## src/rtl/vis_block_reader_pkg.sv

```systemverilog
// Shared constants for the visibility block reader.
// Mirrors the correlator configuration: accumulator width, block address
// bits, and the default fetch length of 12 time-slots x 8 words.
package vis_block_reader_pkg;

  localparam int ACCUM_BITS      = 24;
  localparam int BLOCK_BITS      = 3;
  localparam int TRATE           = 12;
  localparam int WORDS_PER_SLOT  = 8;
  localparam int WORDS_PER_FETCH = TRATE * WORDS_PER_SLOT;
  localparam int WDOG_BITS       = 4;

endpackage

```

## src/rtl/vis_block_reader_bus_watchdog.sv

```systemverilog
// Bus acknowledge watchdog for the visibility block reader.
// Counts consecutive cycles spent waiting for an acknowledge and flags
// expiry on the last allowed cycle (2^WDOG_BITS cycles) if no ack came.
// Only instantiated when VIS_READER_TIMEOUT_EN is defined.
module bus_watchdog
  import vis_block_reader_pkg::*;
(
  input  logic clk_i,
  input  logic rst,
  input  logic i_run,
  input  logic i_ack,
  output logic o_expire
);

  logic [WDOG_BITS-1:0] r_count;

  // Count waiting cycles; any ack or leaving the wait restarts from zero
  always_ff @(posedge clk_i or posedge rst) begin
    if (rst) begin
      r_count <= '0;
    end else if (i_run && !i_ack) begin
      r_count <= r_count + 1'b1;
    end else begin
      r_count <= '0;
    end
  end

  assign o_expire = i_run && !i_ack && (r_count == {WDOG_BITS{1'b1}});

endmodule

```

## src/rtl/vis_block_reader.sv

```systemverilog
// Visibility block reader: Wishbone-like bus master that drains COUNT
// sequential words from a correlator block and hands each one out on a
// valid/ready stream. Exactly one bus request is outstanding at a time,
// and no new request is issued until the previous word is consumed.
// Optional feature: define VIS_READER_TIMEOUT_EN to abort a fetch when a
// slave fails to acknowledge within 16 cycles (sets sticky err_o).
module vis_block_reader
  import vis_block_reader_pkg::*;
#(
  parameter int ACCUM = ACCUM_BITS,
  parameter int ABITS = 10,
  parameter int COUNT = WORDS_PER_FETCH,
  parameter int CBITS = 7
) (
  input  logic             clk_i,
  input  logic             rst,
  input  logic             start_i,
  input  logic [ABITS-1:0] base_i,
  output logic             busy_o,
  output logic             done_o,
  output logic             err_o,
  output logic             cyc_o,
  output logic             stb_o,
  output logic             we_o,
  output logic             bst_o,
  output logic [ABITS-1:0] adr_o,
  input  logic             ack_i,
  input  logic [ACCUM-1:0] dat_i,
  output logic [ACCUM-1:0] dat_o,
  output logic             valid_o,
  input  logic             ready_i
);

  typedef enum logic [1:0] {
    ST_IDLE,
    ST_REQ,
    ST_WAIT,
    ST_HOLD
  } state_t;

  state_t           r_state;
  state_t           w_next;
  logic [ABITS-1:0] r_adr;
  logic [CBITS-1:0] r_cnt;
  logic [ACCUM-1:0] r_dat;
  logic             r_done;
  logic             w_last;
  logic             w_accept;
  logic             w_capture;
  logic             w_consume;
  logic             w_timeout;

  assign w_last    = (r_cnt == CBITS'(COUNT - 1));
  assign w_accept  = (r_state == ST_IDLE) && start_i;
  assign w_capture = (r_state == ST_WAIT) && ack_i;
  assign w_consume = (r_state == ST_HOLD) && ready_i;

`ifdef VIS_READER_TIMEOUT_EN
  logic r_err;

  bus_watchdog u_watchdog (
    .clk_i    (clk_i),
    .rst      (rst),
    .i_run    (r_state == ST_WAIT),
    .i_ack    (ack_i),
    .o_expire (w_timeout)
  );

  // Sticky error: set by a watchdog abort, cleared when a new fetch starts
  always_ff @(posedge clk_i or posedge rst) begin
    if (rst) begin
      r_err <= 1'b0;
    end else if (w_accept) begin
      r_err <= 1'b0;
    end else if (w_timeout) begin
      r_err <= 1'b1;
    end
  end

  assign err_o = r_err;
`else
  assign w_timeout = 1'b0;
  assign err_o     = 1'b0;
`endif

  // State register
  always_ff @(posedge clk_i or posedge rst) begin
    if (rst) begin
      r_state <= ST_IDLE;
    end else begin
      r_state <= w_next;
    end
  end

  // Next-state and bus/stream outputs decoded from the current state
  always_comb begin
    w_next  = r_state;
    busy_o  = 1'b0;
    cyc_o   = 1'b0;
    stb_o   = 1'b0;
    bst_o   = 1'b0;
    valid_o = 1'b0;
    case (r_state)
      ST_IDLE: begin
        if (start_i) begin
          w_next = ST_REQ;
        end
      end
      ST_REQ: begin
        busy_o = 1'b1;
        cyc_o  = 1'b1;
        stb_o  = 1'b1;
        bst_o  = !w_last;
        w_next = ST_WAIT;
      end
      ST_WAIT: begin
        busy_o = 1'b1;
        cyc_o  = 1'b1;
        if (ack_i) begin
          w_next = ST_HOLD;
        end else if (w_timeout) begin
          w_next = ST_IDLE;
        end
      end
      ST_HOLD: begin
        busy_o  = 1'b1;
        cyc_o   = 1'b1;
        valid_o = 1'b1;
        if (ready_i) begin
          w_next = w_last ? ST_IDLE : ST_REQ;
        end
      end
      default: begin
        w_next = ST_IDLE;
      end
    endcase
  end

  // Address/count bookkeeping, read-data capture and the done pulse
  always_ff @(posedge clk_i or posedge rst) begin
    if (rst) begin
      r_adr  <= '0;
      r_cnt  <= '0;
      r_dat  <= '0;
      r_done <= 1'b0;
    end else begin
      r_done <= (w_consume && w_last) || w_timeout;
      if (w_accept) begin
        r_adr <= base_i;
        r_cnt <= '0;
      end else if (w_consume && !w_last) begin
        r_adr <= r_adr + 1'b1;
        r_cnt <= r_cnt + 1'b1;
      end
      if (w_capture) begin
        r_dat <= dat_i;
      end
    end
  end

  assign adr_o  = r_adr;
  assign dat_o  = r_dat;
  assign done_o = r_done;
  assign we_o   = 1'b0;

endmodule
```

## config.mk

```make
export PLATFORM = sky130hd
export DESIGN_NAME = vis_block_reader
export DESIGN_NICKNAME = d
export VERILOG_FILES = /design/src/rtl/vis_block_reader_pkg.sv /design/src/rtl/vis_block_reader_bus_watchdog.sv /design/src/rtl/vis_block_reader.sv
export SDC_FILE = /design/constraint.sdc
export NUM_CORES = 1
export LEC_CHECK = 0
export BUFFER_PORTS_ARGS = -buffer_cell sky130_fd_sc_hd__clkbuf_2
export CAP_MARGIN = 25
export CORE_MARGIN = 1
export CORE_UTILIZATION = 45
export DETAILED_ROUTE_END_ITERATION = 16
export GPL_TIMING_DRIVEN = 1
export PLACE_DENSITY = 0.71
export SETUP_SLACK_MARGIN = 0.4
export SKIP_CTS_REPAIR_TIMING = 1
export SYNTH_ARGS = -nofsm -noshare
export SYNTH_HDL_FRONTEND = slang
export SYNTH_SLANG_ARGS = --single-unit
```

## constraint.sdc

```tcl
create_clock -name clk_i -period 3.5 [get_ports clk_i]
set_clock_uncertainty 0.2 [all_clocks]
set_input_delay 0 -clock clk_i [delete_from_list [all_inputs] [get_ports clk_i]]
set_output_delay 0 -clock clk_i [all_outputs]
set_load 0.01 [all_outputs]
```

==> results of run 1 <==
## sequential cells by signal (all words and copies together) (netlist names)
signal	flops
dat_o	24
r_cnt	7
r_state	2
adr_o	10
done_o	1
## layer usage
metal	GRT usage, %	up-vias	part of all wire (%)
li1	-	867	-
met1	24.7	853	42
met2	28.1	45	53
met3	3.94	11	3.4
met4	7.11	0	1.8
met5	0	-	0
## cells in the final DEF, fill, tap and decap left out, types with 6 or more instances in the layout
cell type       n
dfrtp_1        44
nand3_1         9
inv_1           7
dlygate4sd3_1  39
xnor2_1         8
clkbuf_8        6
o21ai_0         6
nor2_1          8
ha_1            7
mux2_2         25
nand2_1        16
clkbuf_2       78
## worst paths after layout
check / from / slack [ns] / cells after the start / end
max: r_state[0]$_DFFE_PP0P_ / 0.88 / 6 / adr_o[4]$_DFFE_PP0P_
min: ack_i / 0.06 / 3 / r_state[1]$_DFFE_PP0P_
min reg2reg: dat_o[16]$_DFFE_PP0P_ / 0.31 / 1 / dat_o[16]$_DFFE_PP0P_
max in group asynchronous: rst / 2.52 / 4 / r_cnt[4]$_DFFE_PP0P_
max reg2reg: r_state[0]$_DFFE_PP0P_ / 0.88 / 6 / adr_o[4]$_DFFE_PP0P_
min in group asynchronous: rst / 0.21 / 4 / dat_o[3]$_DFFE_PP0P_
## critical path, delay by kind of cell, from the launching register on
kind          cells  cell delay (ns)
fa+ha+maj         1             0.24
simple gates      3             1.08
flops             1             0.39
buf+inv           2             0.64
## cell families (layout without fill, tap and decap cells)
kind of cell | after synthesis | count (layout) | share of synthesized area (%)
AO/OA/AOI/OAI | 27 | 27 | 10.8
XOR/XNOR | 11 | 11 | 4.44
adder cells (fa/ha/maj) | 7 | 7 | 4.04
buffers and inverters | 19 | 134 | 4.27
flip-flops | 44 | 44 | 50.8
multiplexers | 27 | 27 | 13.9
other | 1 | 2 | 0.173
AND/OR/NAND/NOR | 48 | 48 | 11.6
## layout make-up
type | count | area [sq um] | share of cell area [%]
Clock buffer | 6 | 82.6 | 2.68
Clock inverter | 2 | 38.8 | 1.26
Inverter | 8 | 30.0 | 0.974
Multi-Input combinational cell | 122 | 978 | 31.7
Sequential cell | 44 | 1100 | 35.7
Tap cell | 52 | 65.1 | 2.11
Timing Repair Buffer | 118 | 788 | 25.6
## power breakdown
group | internal, W | leakage, nW | switching, W | total (W)
logic | 0.000486 | 0.841 | 0.000477 | 0.000964
clock network | 0.000233 | 0.0614 | 0.000176 | 0.000409
registers | 0.000733 | 0.540 | 0.000181 | 0.000914
total | 0.00145 | 1.44 | 0.000834 | 0.00229
## per-stage QoR
step / util, % / cells
final: 68.5 / 352
after global routing: 68.5 / 352
after CTS: 59.8 / 313
after detailed placement: 57.1 / 305
after global placement: 57.1 / 305
after floorplan: - / 185
==> out/metrics.yaml, run 1 <==
crit_path_start_kind: "flip-flop"
grt.overflow.total: 0
antenna_cells: 0
cap_violations: 0
tightest_slew_ns: 0.994
yosysSeqAreaShare_pct: 50.8
fmax_mhz: 382
dp_hpwl_mm: 3.12
period_needed_ns: 2.62
cts_tree: "built"
die-area_sq_um: 5100
clock-root-buffer: "clkbuf_8"
synth_common_cells: "dfrtp_1, mux2_2, nand2_1"
critical_path.cell_chain: "inv_1 -> ha_1 -> and2_1 -> or4_1 -> nand3_1 -> dlygate4sd3_1"
dp_slack_ns: 1.33
critPathSlowestCell: "or4_1"
ys_ff_latch: 44
timing_worst_setup_path_type: "flip-flop to flip-flop"
io_pins: 81
grt_max_degree: 45
fin_crit_sh_pct: 74.8
drive_above_1_share_pct: 39.7
fin_area_sq_um: 3080
slew_viol_final: 0
area_delta_synth_final_pct: 42.2
cts_buffers: 5
clk_latency_ns: 0.29
outcome: "complete, no violations"
antenna_found_initial: 0
grt_usage_pct: 18.1
placed_area_sq_um: 2570
cts_max_level: 2
worst_setup_path_end_kind: "flip-flop"
start_util_pct: 48.1
drt_iter0_markers: 67
hold_class: "primary input to flip-flop"
synth_top_area_cell: "dfrtp_1"
synth_most_common_cell: "dfrtp_1"
yosys_warnings: 0
pwr_density_cell_nw_per_um2: 742
synth.avg_cell_area_sq_um: 11.8
setup_viol: 0
nFillCells: 361
synth_cell_types: 36
peakVddDrop_mv: 0.462
gp_congestion: 0.796
dieHeight_um: 71.4
grt_pass1_vias: 1538
synth-edff-count: 0
cp.required_ns: 3.54
cp_data_arrival_time_ns: 2.65
fin_setup_tns_ns: 0
cellLeakagePower_nw: 1.44
fp.dieW_um: 71.4
worst_slack_ns: 0.881
ys.flop_type: "dfrtp_1"
port_buffers: 78
route.antenna.remaining_nets: 0
yosys.area.top_type_share_pct: 50.8
drt_pass1_iterations: 4
async_flop_share_pct: 100
viasPerCell: 5.05
wl_per_cell_um: 13.9
finalWirelength_mm: 4.90
core_sq_um: 4500
fin_total_pwr_w: 0.00229
drc_errors: 0
synth_area_leaders: "dfrtp_1, mux2_2, ha_1, a2111oi_4, xnor2_1"
rsz0062_at_grt: "false"
cpPeakStageDelay_ns: 0.59
grt_first_pass_wirelength_mm: 7.13
syn_inst: 184
path_max_fanout: 25
slew_headroom_pct: 33.6
whs_ns: 0.0562
hold_viol: 0
nNetsFinal: 345
cts_num_sinks: 44
clk_pin_slew_ns: 0.08
rows: 24
syn-cell-area_sq_um: 2170
cts_buffer_depth: 2
num_vias: 1776
Note: power is estimated with default switching activity, not from simulation.
==> inputs of run 2 (changes only) <==
==> constraint.sdc (replaced) <==
create_clock -name clk_i -period 2.55 [get_ports clk_i]
set_clock_uncertainty 0.2 [all_clocks]
set_input_delay 0 -clock clk_i [delete_from_list [all_inputs] [get_ports clk_i]]
set_output_delay 0 -clock clk_i [all_outputs]
set_load 0.01 [all_outputs]
==> out/metrics.yaml, run 2 (synthesized netlist as in run 1, its figures left out) <==
finalWirelength_mm: 5.28
cts_max_level: 2
wl_per_cell_um: 14.9
path_max_fanout: 9
period_needed_ns: 2.08
final_common_cell: "clkbuf_2"
peakVddDrop_mv: 0.665
antenna_cells: 0
setup_viol: 0
seq_area_sq_um: 1100
dp_hpwl_mm: 3.31
hold_class: "primary input to async pin"
fmax_mhz: 480
fin_total_pwr_w: 0.00316
cts_num_sinks: 44
clk_latency_ns: 0.30
drive_above_1_share_pct: 41.6
drt_pass1_iterations: 4
outcome: "complete, no violations"
final_cell_mix: "clkbuf_2, dfrtp_1, dlygate4sd3_1, mux2_2, nand2_1"
crit_path_start_kind: "flip-flop"
hold_viol: 0
dieHeight_um: 71.4
cts_tree: "built"
cp.required_ns: 2.35
antenna_found_initial: 0
pwr_density_cell_nw_per_um2: 1010
core_sq_um: 4500
fin_crit_sh_pct: 81.7
gp_congestion: 0.836
clk_pin_slew_ns: 0.09
slew_viol_final: 0
drt_iter0_markers: 82
viasPerCell: 5.14
timing_worst_setup_path_type: "flip-flop to primary output"
final_util_pct: 69.2
drc_errors: 0
rows: 24
worstReg2RegStart: "r_state[1]$_DFFE_PP0P_"
cts_buffer_depth: 2
start_util_pct: 48.1
cap_violations: 0
cellLeakagePower_nw: 1.46
grt_first_pass_wirelength_mm: 7.23
nNetsFinal: 348
r2r_slack_ns: 0.58
cts_buffers: 5
grt_max_degree: 28
fp.dieW_um: 71.4
port_buffers: 78
rsz0062_at_grt: "true"
route.antenna.remaining_nets: 0
cp_data_arrival_time_ns: 1.88
grt.overflow.total: 0
tightest_slew_ns: 0.536
largest_register_ffs: 24
nFillCells: 334
rr_endpoint: "adr_o[5]$_DFFE_PP0P_"
slew_headroom_pct: 64.0
grt_pass1_vias: 1595
clock-root-buffer: "clkbuf_8"
worst_setup_path_end_kind: "primary output"
num_vias: 1826
die-area_sq_um: 5100
grt_usage_pct: 18.7
fin_setup_tns_ns: 0
r2r_cells: 5
io_pins: 81
multiInputGateArea_sq_um: 983
area_delta_synth_final_pct: 43.7
[run 2: changes by cell type in the layout (fill, tap and decap cells not counted), sizes merged]
cell / previous run / this run
buf: 1 / 5
dlygate4sd3: 39 / 38
[run 2: cell type report]
class | instances | share of cell area (%)
clock buffers | 6 | 2.65
clock inverters | 2 | 1.24
inverters | 8 | 0.963
repair buffers | 121 | 26.2
multi-input cells | 122 | 31.6
well taps | 52 | 2.09
flip-flops and latches | 44 | 35.3
[run 2: layer usage]
| metal | wire length [um] | vias up | GRT usage, % | part of all wire, % |
|---|---|---|---|---|
| li1 | - | 877 | - | - |
| met1 | 2240 | 899 | 23.7 | 42 |
| met2 | 2770 | 42 | 31.1 | 52 |
| met3 | 178 | 8 | 4.08 | 3.4 |
| met4 | 97 | 0 | 8.00 | 1.8 |
| met5 | 0 | - | 0 | 0 |
[run 2: worst max-delay path, cell delays in order, from the launching register on]
cell and delay [ns]:
dfrtp_1 0.41, ha_1 0.25, and4_2 0.45, nand2_1 0.16, and2_1 0.19, clkbuf_2 0.12
[run 2: per-stage QoR]
| step | std cells | hold slack, ns | setup slack, ns | instance area (sq um) |
|---|---|---|---|---|
| after detailed placement | 308 | -0.0778 | 0.536 | 2590 |
| after CTS | 316 | -0.411 | 0.343 | 2720 |
| after floorplan | 185 | -0.0843 | 0.633 | 2170 |
| after global placement | 308 | -0.0706 | 0.586 | 2590 |
| after global routing | 355 | 0.0474 | 0.379 | 3120 |
| final | 355 | 0.00719 | 0.466 | 3120 |
[run 2: worst max-delay path by stage]
stage / from / endpoint / slack (ns) / cells after the start
floorplan: r_state[1]$_DFFE_PP0P_ / r_cnt[5]$_DFFE_PP0P_ / 0.63 / 6
global placement: r_state[0]$_DFFE_PP0P_ / adr_o[4]$_DFFE_PP0P_ / 0.59 / 5
detailed placement: r_cnt[0]$_DFFE_PP0P_ / r_state[0]$_DFFE_PP0P_ / 0.54 / 5
CTS: r_cnt[0]$_DFFE_PP0P_ / bst_o / 0.34 / 5
global route: r_cnt[1]$_DFFE_PP0P_ / bst_o / 0.38 / 5
finish: r_cnt[1]$_DFFE_PP0P_ / bst_o / 0.47 / 5
[run 2: power breakdown]
group          internal (W)  total [W]  switching (W)
Combinational      0.000662    0.00134       0.000678
Clock              0.000320   0.000568       0.000247
Sequential          0.00101    0.00125       0.000248
Total               0.00199    0.00316        0.00117
==> inputs of run 3 (changes only) <==
--- a/config.mk
+++ b/config.mk
@@ -8,10 +8,10 @@
 export BUFFER_PORTS_ARGS = -buffer_cell sky130_fd_sc_hd__clkbuf_2
 export CAP_MARGIN = 25
 export CORE_MARGIN = 1
-export CORE_UTILIZATION = 45
+export CORE_UTILIZATION = 44
 export DETAILED_ROUTE_END_ITERATION = 16
 export GPL_TIMING_DRIVEN = 1
-export PLACE_DENSITY = 0.71
+export PLACE_DENSITY = 0.73
 export SETUP_SLACK_MARGIN = 0.4
 export SKIP_CTS_REPAIR_TIMING = 1
 export SYNTH_ARGS = -nofsm -noshare
==> constraint.sdc (replaced) <==
create_clock -name clk_i -period 1.76 [get_ports clk_i]
set_clock_uncertainty 0.2 [all_clocks]
set_input_delay 0 -clock clk_i [delete_from_list [all_inputs] [get_ports clk_i]]
set_output_delay 0 -clock clk_i [all_outputs]
set_load 0.01 [all_outputs]
==> out/metrics.yaml, run 3 (synthesized netlist as in run 1, its figures left out) <==
stdcell_count: 397
multiInputGateArea_sq_um: 1110
p_sw_w: 0.00200
dp_hpwl_mm: 3.68
core_sq_um: 4720
start_util_pct: 45.9
worst_slack_ns: -0.108
clk_latency_ns: 0.31
fp.dieW_um: 72.2
nFillCells: 291
dp_slack_ns: -0.213
pwr_density_cell_nw_per_um2: 1460
cts_buffer_depth: 2
wl_met1_mm: 2.59
cts_tree: "built"
clock-root-buffer: "clkbuf_8"
final_common_cell: "clkbuf_2"
dp.cells: 342
cellLeakagePower_nw: 1.65
cap_violations: 0
grt.overflow.total: 0
hold_class: "primary input to flip-flop"
grt_first_pass_wirelength_mm: 7.70
wl_per_cell_um: 16.6
crit_path_start_kind: "flip-flop"
final_util_pct: 75.4
p_comb_share_pct: 52.9
area_delta_synth_final_pct: 64.3
antenna_cells: 0
drc_errors: 0
slew_viol_final: 0
setup_viol: 12
timing_worst_setup_path_type: "flip-flop to flip-flop"
dr.max_layer_used: "met4"
critical_path.cell_chain: "ha_4 -> and4_4 -> buf_12 -> a2111oi_4 -> xnor2_1 -> o21ai_1"
finalWirelength_mm: 6.61
pwr-share-seq_pct: 34.8
period_needed_ns: 1.87
violations: "negative hold slack, negative setup slack"
fin_crit_sh_pct: 106
nNetsFinal: 375
critical_path.top_delay_family: "flip-flops"
viasPerCell: 5.06
met3WireLength_um: 291
clk_pin_slew_ns: 0.08
whs_ns: -0.102
drt_iter0_markers: 150
grt_max_degree: 32
slew_headroom_pct: 61.3
outcome: "complete, but fails checks"
cts_num_sinks: 44
cts_max_level: 2
fin_setup_tns_ns: -0.433
io_pins: 81
route.antenna.remaining_nets: 0
dieHeight_um: 72.2
hold_depth: 3
cp_data_arrival_time_ns: 1.86
drive_above_1_share_pct: 50.9
pwr-share-clk_pct: 12.3
grt_pass1_vias: 1713
hold_viol: 2
cts_buffers: 5
final_cell_mix: "clkbuf_2, dfrtp_1, dlygate4sd3_1, buf_4, mux2_2"
tightest_slew_ns: 0.576
p_int_w: 0.00321
drt_pass1_iterations: 5
rows: 25
num_vias: 2010
path_max_fanout: 4
die-area_sq_um: 5210
critPathSlowestCell: "dfrtp_1"
seq_area_sq_um: 1100
worst_setup_path_end_kind: "flip-flop"
rsz0062_at_grt: "true"
port_buffers: 78
cp_num_buf_inv: 1
fmax_mhz: 535
gp_congestion: 0.808
cpPeakStageDelay_ns: 0.42
cp.required_ns: 1.75
path_depth: 6
route.met2.wl_mm: 3.50
r2r_cells: 6
largest_register_ffs: 24
antenna_found_initial: 0
p_sw_share_pct: 38.4
peakVddDrop_mv: 0.920
grt_usage_pct: 19.4
-- run 3: cell count changes in the layout (fill, tap and decap cells not counted), moves of 3 or more --
cell	change
o21ai_0	-4
ha_1	-3
ha_4	+4
o21ai_1	+4
buf_4	+19
clkbuf_16	+3
mux2_2	-5
buf_6	+3
buf_12	+6
mux2_4	+5
inv_1	-3
-- run 3: per-layer routing --
| layer | global-route usage, % | vias up |
|---|---|---|
| li1 | - | 935 |
| met1 | 24.6 | 975 |
| met2 | 32.3 | 78 |
| met3 | 4.44 | 22 |
| met4 | 7.41 | 0 |
| met5 | 0 | - |
-- run 3: path summary, 6_finish.rpt --
path                                     endpoint            startpoint  slack [ns]
max in group asynchronous  r_state[0]$_DFFE_PP0P_                   rst        0.84
min in group asynchronous    adr_o[1]$_DFFE_PP0P_                   rst        0.03
max reg2reg                  adr_o[8]$_DFFE_PP0P_  r_cnt[0]$_DFFE_PP0P_       -0.11
min reg2reg                  dat_o[1]$_DFFE_PP0P_  dat_o[1]$_DFFE_PP0P_        0.31
min                              done_o$_DFF_PP0_               ready_i       -0.10
max                          adr_o[8]$_DFFE_PP0P_  r_cnt[0]$_DFFE_PP0P_       -0.11
-- run 3: worst reg2reg max path: stages (launching register included) --
cell and delay (ns):
dfrtp_1 0.42, ha_4 0.19, and4_4 0.23, buf_12 0.14
a2111oi_4 0.33, xnor2_1 0.17, o21ai_1 0.08
-- run 3: layout make-up --
class	count	area share, %
timing repair buffer	148	32.2
inverter	8	0.983
clock buffer	6	2.04
sequential	44	31.0
clock inverter	2	0.351
tap	67	2.35
multi-input combinational	122	31.1
-- run 3: per-stage QoR --
stage                     total power, W  cell area (sq um)
final                            0.00521               3560
after global routing             0.00550               3560
after CTS                        0.00472               2960
after detailed placement         0.00409               2870
after global placement           0.00401               2870
after floorplan                  0.00317               2280
-- run 3: power by group through the flow --
stage                     Clock, W  Combinational, W  Sequential [W]
after floorplan                  0           0.00119         0.00198
after global placement           0           0.00224         0.00177
after CTS                 0.000636           0.00231         0.00178
after global routing      0.000685           0.00295         0.00187
after detailed placement         0           0.00230         0.00179
final                     0.000641           0.00276         0.00181
